==> src/rtl/load_store_unit.sv <==
// Load/store unit: issues one RV32I load/store at a time to the 64-bit data memory and returns a 32-bit response.
// Define LSU_MISALIGN_SPLIT_EN to run misaligned in-range accesses as sequential byte accesses.
module load_store_unit #(
    parameter int MEM_BYTES  = 32768,
    parameter int MEM_WIDTH  = 15,
    parameter int MLEN       = 64,
    parameter int RD_LATENCY = 1
) (
    input  logic                 clk,
    input  logic                 rst,
    input  logic                 req_valid,
    output logic                 req_ready,
    input  logic                 req_we,
    input  logic [2:0]           req_funct3,
    input  logic [31:0]          req_addr,
    input  logic [31:0]          req_wdata,
    output logic                 resp_valid,
    input  logic                 resp_ready,
    output logic [31:0]          resp_rdata,
    output logic                 resp_error,
    output logic [2:0]           mem_funct3,
    output logic [MEM_WIDTH-1:0] mem_rd_addr,
    input  logic [MLEN-1:0]      mem_rd_data,
    output logic [MEM_WIDTH-1:0] mem_wr_addr,
    output logic [MLEN-1:0]      mem_wr_data,
    output logic                 mem_wr_en,
    input  logic                 mem_error
);
`ifdef LSU_MISALIGN_SPLIT_EN
    localparam bit SPLIT_EN = 1'b1;
`else
    localparam bit SPLIT_EN = 1'b0;
`endif

    localparam logic [1:0]  IDLE  = 2'd0;
    localparam logic [1:0]  ISSUE = 2'd1;
    localparam logic [1:0]  WAIT  = 2'd2;
    localparam logic [1:0]  RESP  = 2'd3;
    localparam logic [2:0]  RD_LAT    = 3'(RD_LATENCY);
    localparam logic [32:0] MEM_LIMIT = 33'(MEM_BYTES);

    logic [1:0]  state_q, state_d;
    logic        we_q, we_d;
    logic [2:0]  funct3_q, funct3_d;
    logic [31:0] addr_q, addr_d;
    logic [31:0] wdata_q, wdata_d;
    logic [31:0] raw_q, raw_d;
    logic [2:0]  lat_cnt_q, lat_cnt_d;
    logic [1:0]  idx_q, idx_d;
    logic        err_acc_q, err_acc_d;
    logic        resp_valid_q, resp_valid_d;
    logic [31:0] resp_rdata_q, resp_rdata_d;
    logic        resp_error_q, resp_error_d;

    logic [1:0]           last_idx;
    logic [32:0]          end_addr;
    logic                 illegal, misaligned, out_of_range, split, req_err, last_beat, active;
    logic [MEM_WIDTH-1:0] mem_addr;
    logic [7:0]           wr_byte;
    logic [MLEN-1:0]      wr_repl;
    logic [31:0]          raw_cap;
    logic                 unused_rd_hi;

    assign unused_rd_hi = ^mem_rd_data[MLEN-1:32];

    function automatic logic [31:0] extend(input logic [2:0] f3, input logic [31:0] d);
        case (f3)
            3'b000:  extend = {{24{d[7]}}, d[7:0]};
            3'b001:  extend = {{16{d[15]}}, d[15:0]};
            3'b100:  extend = {24'b0, d[7:0]};
            3'b101:  extend = {16'b0, d[15:0]};
            default: extend = d;
        endcase
    endfunction

    // Legality is judged on the latched request; the wide end address also catches 32-bit wrap.
    always_comb begin
        case (funct3_q[1:0])
            2'b00:   last_idx = 2'd0;
            2'b01:   last_idx = 2'd1;
            default: last_idx = 2'd3;
        endcase
        end_addr     = {1'b0, addr_q} + {31'b0, last_idx};
        illegal      = (funct3_q[1:0] == 2'b11) || (we_q && funct3_q[2]) ||
                       (funct3_q[2] && funct3_q[1:0] == 2'b10);
        misaligned   = (funct3_q[1:0] == 2'b01 && addr_q[0]) ||
                       (funct3_q[1:0] == 2'b10 && addr_q[1:0] != 2'b00);
        out_of_range = end_addr >= MEM_LIMIT;
        split        = SPLIT_EN && misaligned;
        req_err      = illegal || out_of_range || (misaligned && !SPLIT_EN);
        last_beat    = !split || (idx_q == last_idx);
        active       = (state_q == ISSUE || state_q == WAIT) && !req_err;
    end

    always_comb begin
        mem_addr = addr_q[MEM_WIDTH-1:0] + MEM_WIDTH'(split ? idx_q : 2'd0);
        wr_byte  = 8'(wdata_q >> {idx_q, 3'b000});
        if (split) begin
            wr_repl = {(MLEN/8){wr_byte}};
        end else begin
            case (funct3_q[1:0])
                2'b00:   wr_repl = {(MLEN/8){wdata_q[7:0]}};
                2'b01:   wr_repl = {(MLEN/16){wdata_q[15:0]}};
                default: wr_repl = {(MLEN/32){wdata_q}};
            endcase
        end
        if (split) begin
            raw_cap = (raw_q & ~(32'hFF << {idx_q, 3'b000})) |
                      ({24'b0, mem_rd_data[7:0]} << {idx_q, 3'b000});
        end else begin
            raw_cap = mem_rd_data[31:0];
        end
    end

    // Split beats always use byte opcodes; whole loads ask for raw unsigned bytes.
    assign mem_wr_en   = (state_q == ISSUE) && !req_err && we_q;
    assign mem_funct3  = !active ? 3'b000 :
                         split   ? {!we_q, 2'b00} :
                         we_q    ? funct3_q : {1'b1, funct3_q[1:0]};
    assign mem_rd_addr = (active && !we_q) ? mem_addr : '0;
    assign mem_wr_addr = mem_wr_en ? mem_addr : '0;
    assign mem_wr_data = mem_wr_en ? wr_repl : '0;

    assign req_ready  = (state_q == IDLE);
    assign resp_valid = resp_valid_q;
    assign resp_rdata = resp_rdata_q;
    assign resp_error = resp_error_q;

    always_comb begin
        state_d      = state_q;
        we_d         = we_q;
        funct3_d     = funct3_q;
        addr_d       = addr_q;
        wdata_d      = wdata_q;
        raw_d        = raw_q;
        lat_cnt_d    = lat_cnt_q;
        idx_d        = idx_q;
        err_acc_d    = err_acc_q;
        resp_valid_d = resp_valid_q;
        resp_rdata_d = resp_rdata_q;
        resp_error_d = resp_error_q;
        case (state_q)
            IDLE: begin
                if (req_valid) begin
                    we_d      = req_we;
                    funct3_d  = req_funct3;
                    addr_d    = req_addr;
                    wdata_d   = req_wdata;
                    raw_d     = '0;
                    lat_cnt_d = '0;
                    idx_d     = '0;
                    err_acc_d = 1'b0;
                    state_d   = ISSUE;
                end
            end
            ISSUE: begin
                if (req_err) begin
                    state_d      = RESP;
                    resp_valid_d = 1'b1;
                    resp_rdata_d = '0;
                    resp_error_d = 1'b1;
                end else if (we_q) begin
                    err_acc_d = err_acc_q | mem_error;
                    if (last_beat) begin
                        state_d      = RESP;
                        resp_valid_d = 1'b1;
                        resp_rdata_d = '0;
                        resp_error_d = err_acc_q | mem_error;
                    end else begin
                        idx_d = idx_q + 2'd1;
                    end
                end else begin
                    state_d   = WAIT;
                    lat_cnt_d = 3'd1;
                end
            end
            WAIT: begin
                if (lat_cnt_q == RD_LAT) begin
                    raw_d     = raw_cap;
                    err_acc_d = err_acc_q | mem_error;
                    if (last_beat) begin
                        state_d      = RESP;
                        resp_valid_d = 1'b1;
                        resp_rdata_d = extend(funct3_q, raw_cap);
                        resp_error_d = err_acc_q | mem_error;
                    end else begin
                        idx_d   = idx_q + 2'd1;
                        state_d = ISSUE;
                    end
                end else begin
                    lat_cnt_d = lat_cnt_q + 3'd1;
                end
            end
            default: begin
                if (resp_ready) begin
                    state_d      = IDLE;
                    resp_valid_d = 1'b0;
                end
            end
        endcase
    end

    always_ff @(posedge clk) begin
        if (rst) begin
            state_q      <= IDLE;
            we_q         <= 1'b0;
            funct3_q     <= '0;
            addr_q       <= '0;
            wdata_q      <= '0;
            raw_q        <= '0;
            lat_cnt_q    <= '0;
            idx_q        <= '0;
            err_acc_q    <= 1'b0;
            resp_valid_q <= 1'b0;
            resp_rdata_q <= '0;
            resp_error_q <= 1'b0;
        end else begin
            state_q      <= state_d;
            we_q         <= we_d;
            funct3_q     <= funct3_d;
            addr_q       <= addr_d;
            wdata_q      <= wdata_d;
            raw_q        <= raw_d;
            lat_cnt_q    <= lat_cnt_d;
            idx_q        <= idx_d;
            err_acc_q    <= err_acc_d;
            resp_valid_q <= resp_valid_d;
            resp_rdata_q <= resp_rdata_d;
            resp_error_q <= resp_error_d;
        end
    end
endmodule

==> config.mk <==
export PLATFORM = sky130hd
export DESIGN_NAME = load_store_unit
export DESIGN_NICKNAME = d
export VERILOG_FILES = /design/src/rtl/load_store_unit.sv
export SDC_FILE = /design/constraint.sdc
export NUM_CORES = 1
export LEC_CHECK = 0
export CORE_MARGIN = 10
export CORE_UTILIZATION = 46
export CTS_BUF_LIST = sky130_fd_sc_hd__clkbuf_16
export DETAILED_ROUTE_END_ITERATION = 8
export GPL_TIMING_DRIVEN = 0
export PLACE_DENSITY = 0.86
export SLEW_MARGIN = 20
export SYNTH_ARGS = -nofsm -noshare
export SYNTH_HDL_FRONTEND = slang
export SYNTH_SLANG_ARGS = --single-unit
export TNS_END_PERCENT = 100
==> constraint.sdc <==
create_clock -name clk -period 14.7 [get_ports clk]
set_input_delay 3.675 -clock clk [delete_from_list [all_inputs] [get_ports clk]]
set_output_delay 3.675 -clock clk [all_outputs]
set_load 0.05 [all_outputs]
==> impl_results.html <==
<table>
<tr><th>Metric</th><th>Value</th></tr>
<tr><th colspan="2">Setup path</th></tr>
<tr><td>Worst setup SP type</td><td>flop</td></tr>
<tr><td>Launch point of the worst path</td><td>funct3_q[1]$_SDFFE_PP0P_</td></tr>
<tr><td>Largest fanout on the critical path</td><td>10</td></tr>
<tr><td>Data arrival at the endpoint of the critical path</td><td>7.45 ns</td></tr>
<tr><td>Critical register-to-register path endpoint</td><td>resp_rdata[14]$_SDFFE_PP0P_</td></tr>
<tr><td>Critical path destination</td><td>mem_wr_data[61]</td></tr>
<tr><td>Reg-to-reg slack, setup</td><td>9.04 ns</td></tr>
<tr><td>Worst setup EP type</td><td>output pin</td></tr>
<tr><td>Required time of the critical path</td><td>11.02 ns</td></tr>
<tr><td>Depth of the worst register-to-register path</td><td>16</td></tr>
<tr><td>Setup Crit Path Kind</td><td>reg2out</td></tr>
<tr><td>Start of the worst register-to-register path</td><td>funct3_q[1]$_SDFFE_PP0P_</td></tr>
<tr><th colspan="2">Global routing</th></tr>
<tr><td>Maximum number of pins on one net before global-route repair</td><td>17</td></tr>
<tr><td>Number of antenna violations at the first check in global routing</td><td>0</td></tr>
<tr><td>Overflow after GRT</td><td>0</td></tr>
<tr><td>Global-route wire length before repair</td><td>34540 um</td></tr>
<tr><td>Total global routing track utilization</td><td>23.57%</td></tr>
<tr><td>Vias in the first global route</td><td>6469</td></tr>
<tr><th colspan="2">Synth</th></tr>
<tr><td>Synthesized Nets</td><td>948</td></tr>
<tr><td>Cell types occupying the most area after synthesis</td><td>dfxtp_1 35%, nand2_1 11%, a21oi_1 7.8%, mux2i_1 6.3%, buf_4 4.4%</td></tr>
<tr><td>Register area share after synthesis</td><td>34.87%</td></tr>
<tr><td>Ranking of synthesized cells by instance count</td><td>186 x nand2_1, 108 x dfxtp_1, 97 x a21oi_1, 47 x nor2_1, 39 x mux2i_1</td></tr>
<tr><td>Synthesized cell area</td><td>0.006200 sq mm</td></tr>
<tr><td>Cell accounting for the most synthesized area</td><td>dfxtp_1</td></tr>
<tr><td>Top cell type's share of synthesized area</td><td>34.87%</td></tr>
<tr><td>Count of warnings emitted by yosys</td><td>0</td></tr>
<tr><td>Most repeated cell in the gate-level netlist after synthesis</td><td>nand2_1</td></tr>
<tr><td>Flop and latch count out of synthesis</td><td>108</td></tr>
<tr><td>Yosys cell types</td><td>65</td></tr>
<tr><td>Mean instance size in the synthesized netlist</td><td>7.730 sq um</td></tr>
<tr><td>Share of synthesized flip-flops with an asynchronous set or reset</td><td>0%</td></tr>
<tr><td>Post-Synthesis Cells</td><td>802</td></tr>
<tr><td>Most frequently used flop master after synthesis</td><td>dfxtp_1</td></tr>
<tr><td>EDFF count, synth</td><td>0</td></tr>
<tr><th colspan="2">Route</th></tr>
<tr><td>Wire length reported by the detailed router</td><td>22690 um</td></tr>
<tr><td>Vias per std cell</td><td>5.396</td></tr>
<tr><td>Number of remaining DRC errors</td><td>0</td></tr>
<tr><td>WL per Instance</td><td>18.43 um</td></tr>
<tr><td>Detailed-routing iteration count for the pre-antenna-repair pass</td><td>4</td></tr>
<tr><td>Vias after detailed routing</td><td>6642</td></tr>
<tr><td>Iteration-0 DRC Markers</td><td>404</td></tr>
<tr><td>Number of routed nets with antenna violations</td><td>0</td></tr>
<tr><th colspan="2">Job</th></tr>
<tr><td>Max capacitance violation total</td><td>0</td></tr>
<tr><th colspan="2">Clock network</th></tr>
<tr><td>Clock sinks</td><td>108</td></tr>
<tr><td>Max clock buf depth</td><td>2</td></tr>
<tr><td>Number of buffers inserted by post-CTS setup repair</td><td>0</td></tr>
<tr><td>Worst-skew pair later-pin latency</td><td>0.35 ns</td></tr>
<tr><td>CTS tree</td><td>yes</td></tr>
<tr><td>Gates resized, CTS repair</td><td>0</td></tr>
<tr><td>Clock buffers created by TritonCTS</td><td>9</td></tr>
<tr><td>Cell at the root of the clock tree</td><td>clkbuf_16</td></tr>
<tr><td>Clock-pin slew on the worst setup and hold paths</td><td>0.07 ns</td></tr>
<tr><td>CTS H-tree depth</td><td>3</td></tr>
<tr><td>Hold Buf Count CTS</td><td>0</td></tr>
<tr><th colspan="2">Place</th></tr>
<tr><td>Detailed-placement wirelength estimate</td><td>17860 um</td></tr>
<tr><td>Number of cells after detailed placement</td><td>1215</td></tr>
<tr><td>Count of port buffers added during placement</td><td>237</td></tr>
<tr><td>Final weighted congestion in routability-driven placement</td><td>0.9169</td></tr>
<tr><td>Post-place setup slack</td><td>4.001 ns</td></tr>
<tr><th colspan="2">Pwr</th></tr>
<tr><td>Switching power</td><td>450.5 uW</td></tr>
<tr><td>Pwr per Cell Area</td><td>118.8 mW/mm^2</td></tr>
<tr><td>Internal power contribution</td><td>625.0 uW</td></tr>
<tr><td>Share of power burned in combinational logic</td><td>43.9%</td></tr>
<tr><td>Switch share</td><td>41.88%</td></tr>
<tr><td>Leakage Power</td><td>3.287 nW</td></tr>
<tr><td>Clock share of power</td><td>20.8%</td></tr>
<tr><td>Peak ir drop on the vdd network</td><td>0.07341 mV</td></tr>
<tr><td>Sequential Power Share</td><td>35.3%</td></tr>
<tr><th colspan="2">STA</th></tr>
<tr><td>Period utilization</td><td>75.66%</td></tr>
<tr><td>Number of setup violations in the final report</td><td>0</td></tr>
<tr><td>Worst rel slew slack</td><td>39.50%</td></tr>
<tr><td>Highest clock rate</td><td>89.91 MHz</td></tr>
<tr><td>Setup TNS Final</td><td>0 ns</td></tr>
<tr><td>Worst Tran Pin Value</td><td>0.9056 ns</td></tr>
<tr><td>Count of final max-slew check failures</td><td>0</td></tr>
<tr><td>Post-layout minimum cycle time</td><td>11.12 ns</td></tr>
<tr><td>Final clock skew</td><td>0.006588 ns</td></tr>
<tr><td>Number of endpoints with negative hold slack in the final report</td><td>0</td></tr>
<tr><td>Setup WS post-layout</td><td>3.578 ns</td></tr>
<tr><td>RSZ-0062 raised after global routing</td><td>false</td></tr>
<tr><th colspan="2">Layout</th></tr>
<tr><td>Layout cell share with drive strength beyond 1</td><td>8.246%</td></tr>
<tr><td>Antenna diode count</td><td>0</td></tr>
<tr><td>Fin nets</td><td>1196</td></tr>
<tr><td>Final std cells w/o fill</td><td>1231</td></tr>
<tr><td>Area growth from synthesis to layout</td><td>46.01%</td></tr>
<tr><th colspan="2">Die</th></tr>
<tr><td>Die outline height</td><td>136.1 um</td></tr>
<tr><td>Boundary Pins</td><td>270</td></tr>
<tr><td>Die Area</td><td>0.01852 sq mm</td></tr>
<tr><td>Chip Width</td><td>136.1 um</td></tr>
<tr><td>Core box area</td><td>0.01324 sq mm</td></tr>
<tr><td>Initial Util</td><td>46.82%</td></tr>
<tr><td>Floorplan row count</td><td>42</td></tr>
<tr><th colspan="2">Outcome</th></tr>
<tr><td>Status</td><td>complete, no violations</td></tr>
<tr><th colspan="2">Min path</th></tr>
<tr><td>Class of the most critical hold timing path</td><td>reg2reg</td></tr>
</table>
-- power groups by stage --
stage | logic (mW) | registers [mW] | clock network [mW]
floorplan | 0.313 | 0.392 | 0
global placement | 0.459 | 0.384 | 0
detailed placement | 0.469 | 0.385 | 0
CTS | 0.470 | 0.379 | 0.227
global route | 0.518 | 0.386 | 0.241
finish | 0.472 | 0.380 | 0.224
-- how the worst min path moves through the flow --
stage / start / to / slack, ns / cells after the start
floorplan: wdata_q[16]$_SDFFE_PP0P_ / wdata_q[16]$_SDFFE_PP0P_ / 0.44 / 2
global placement: wdata_q[19]$_SDFFE_PP0P_ / wdata_q[19]$_SDFFE_PP0P_ / 0.44 / 2
detailed placement: wdata_q[19]$_SDFFE_PP0P_ / wdata_q[19]$_SDFFE_PP0P_ / 0.45 / 2
CTS: wdata_q[19]$_SDFFE_PP0P_ / wdata_q[19]$_SDFFE_PP0P_ / 0.46 / 2
global route: resp_rdata[31]$_SDFFE_PP0P_ / resp_rdata[31]$_SDFFE_PP0P_ / 0.48 / 2
finish: resp_rdata[27]$_SDFFE_PP0P_ / resp_rdata[27]$_SDFFE_PP0P_ / 0.46 / 2
-- through the flow --
| stage | cell area, sq um | total power [mW] | hold WS (ns) | util (%) |
|---|---|---|---|---|
| 2_1_floorplan | 6200 | 0.7054 | 0.4360 | - |
| 3_3_place_gp | 8792 | 0.8434 | 0.4415 | 66.39 |
| 3_5_place_dp | 8792 | 0.8539 | 0.4481 | 66.39 |
| 4_1_cts | 9052 | 1.076 | 0.4576 | 68.36 |
| 5_1_grt | 9052 | 1.145 | 0.4760 | 68.36 |
| 6_report | 9052 | 1.076 | 0.4551 | 68.36 |
-- cell families after synthesis --
group,Yosys count,share of synthesized area (%)
xor gates and xnor gates,11,1.554
muxes,39,6.297
adders and majority gates,9,1.938
buffers and inverters,117,10.01
AOI/OAI and AO/OA,179,19.78
DFF,108,34.87
and+or+nand+nor,339,25.55
-- cell usage in the layout, fill, tap and decap left out, drive strengths merged, types with 6 or more instances in the layout --
master         instances
o32ai                  8
buf                   52
nand4                 12
a32o                   9
mux2i                 39
and2                  34
nor3                   7
clkbuf                48
nand3                 12
ha                     8
inv                   26
a21oi                 97
or2                    6
o2111ai               17
dfxtp                108
nand2                186
clkinv                 7
a211oi                 6
xor2                   6
clkdlybuf4s50        237
nor4                  12
o21ai                 16
nor2                  47
-- worst max-delay path, cell delays in order (launching register included) --
cell and delay (ns):
dfxtp_1 0.33, clkbuf_1 0.46, nor2_1 0.33, clkinv_1 0.24, clkbuf_1 0.51, ha_1 0.28, inv_1 0.06, fa_1 0.48
nand4b_1 0.30, nor4_4 0.48, nand3_1 0.16, a2111oi_1 0.46, nand3_1 0.16, nor4_1 0.48, nand3_1 0.58, clkbuf_1 0.45
nor2_1 0.36, buf_4 0.16, clkdlybuf4s50_1 0.80
-- layout make-up --
type | count | area, sq um
inverters | 26 | 97.59
clock inverters | 7 | 35.03
clock buffers | 9 | 225.2
repair buffers | 237 | 2372
multi-input cells | 577 | 3417
fillers | 1158 | 4190
well taps | 176 | 220.2
plain buffers | 91 | 523.0
flip-flops and latches | 108 | 2162
-- state kept, by name, summed over array words and instances, names as in the netlist --
signal,cells
resp_error,1
we_q,1
state_q,2
funct3_q,3
wdata_q,32
err_acc_q,1
addr_q,32
lat_cnt_q,3
resp_valid,1
resp_rdata,32
-- metal layers --
layer | track usage, % | vias up | routed length (um)
met4 | 8.994 | 0 | 606
met3 | 9.225 | 36 | 2331
li1 | - | 3253 | -
met2 | 38.82 | 273 | 10690
met1 | 26.97 | 3080 | 9063
met5 | 0 | - | 0
Note: power is estimated with default switching activity, not from simulation.
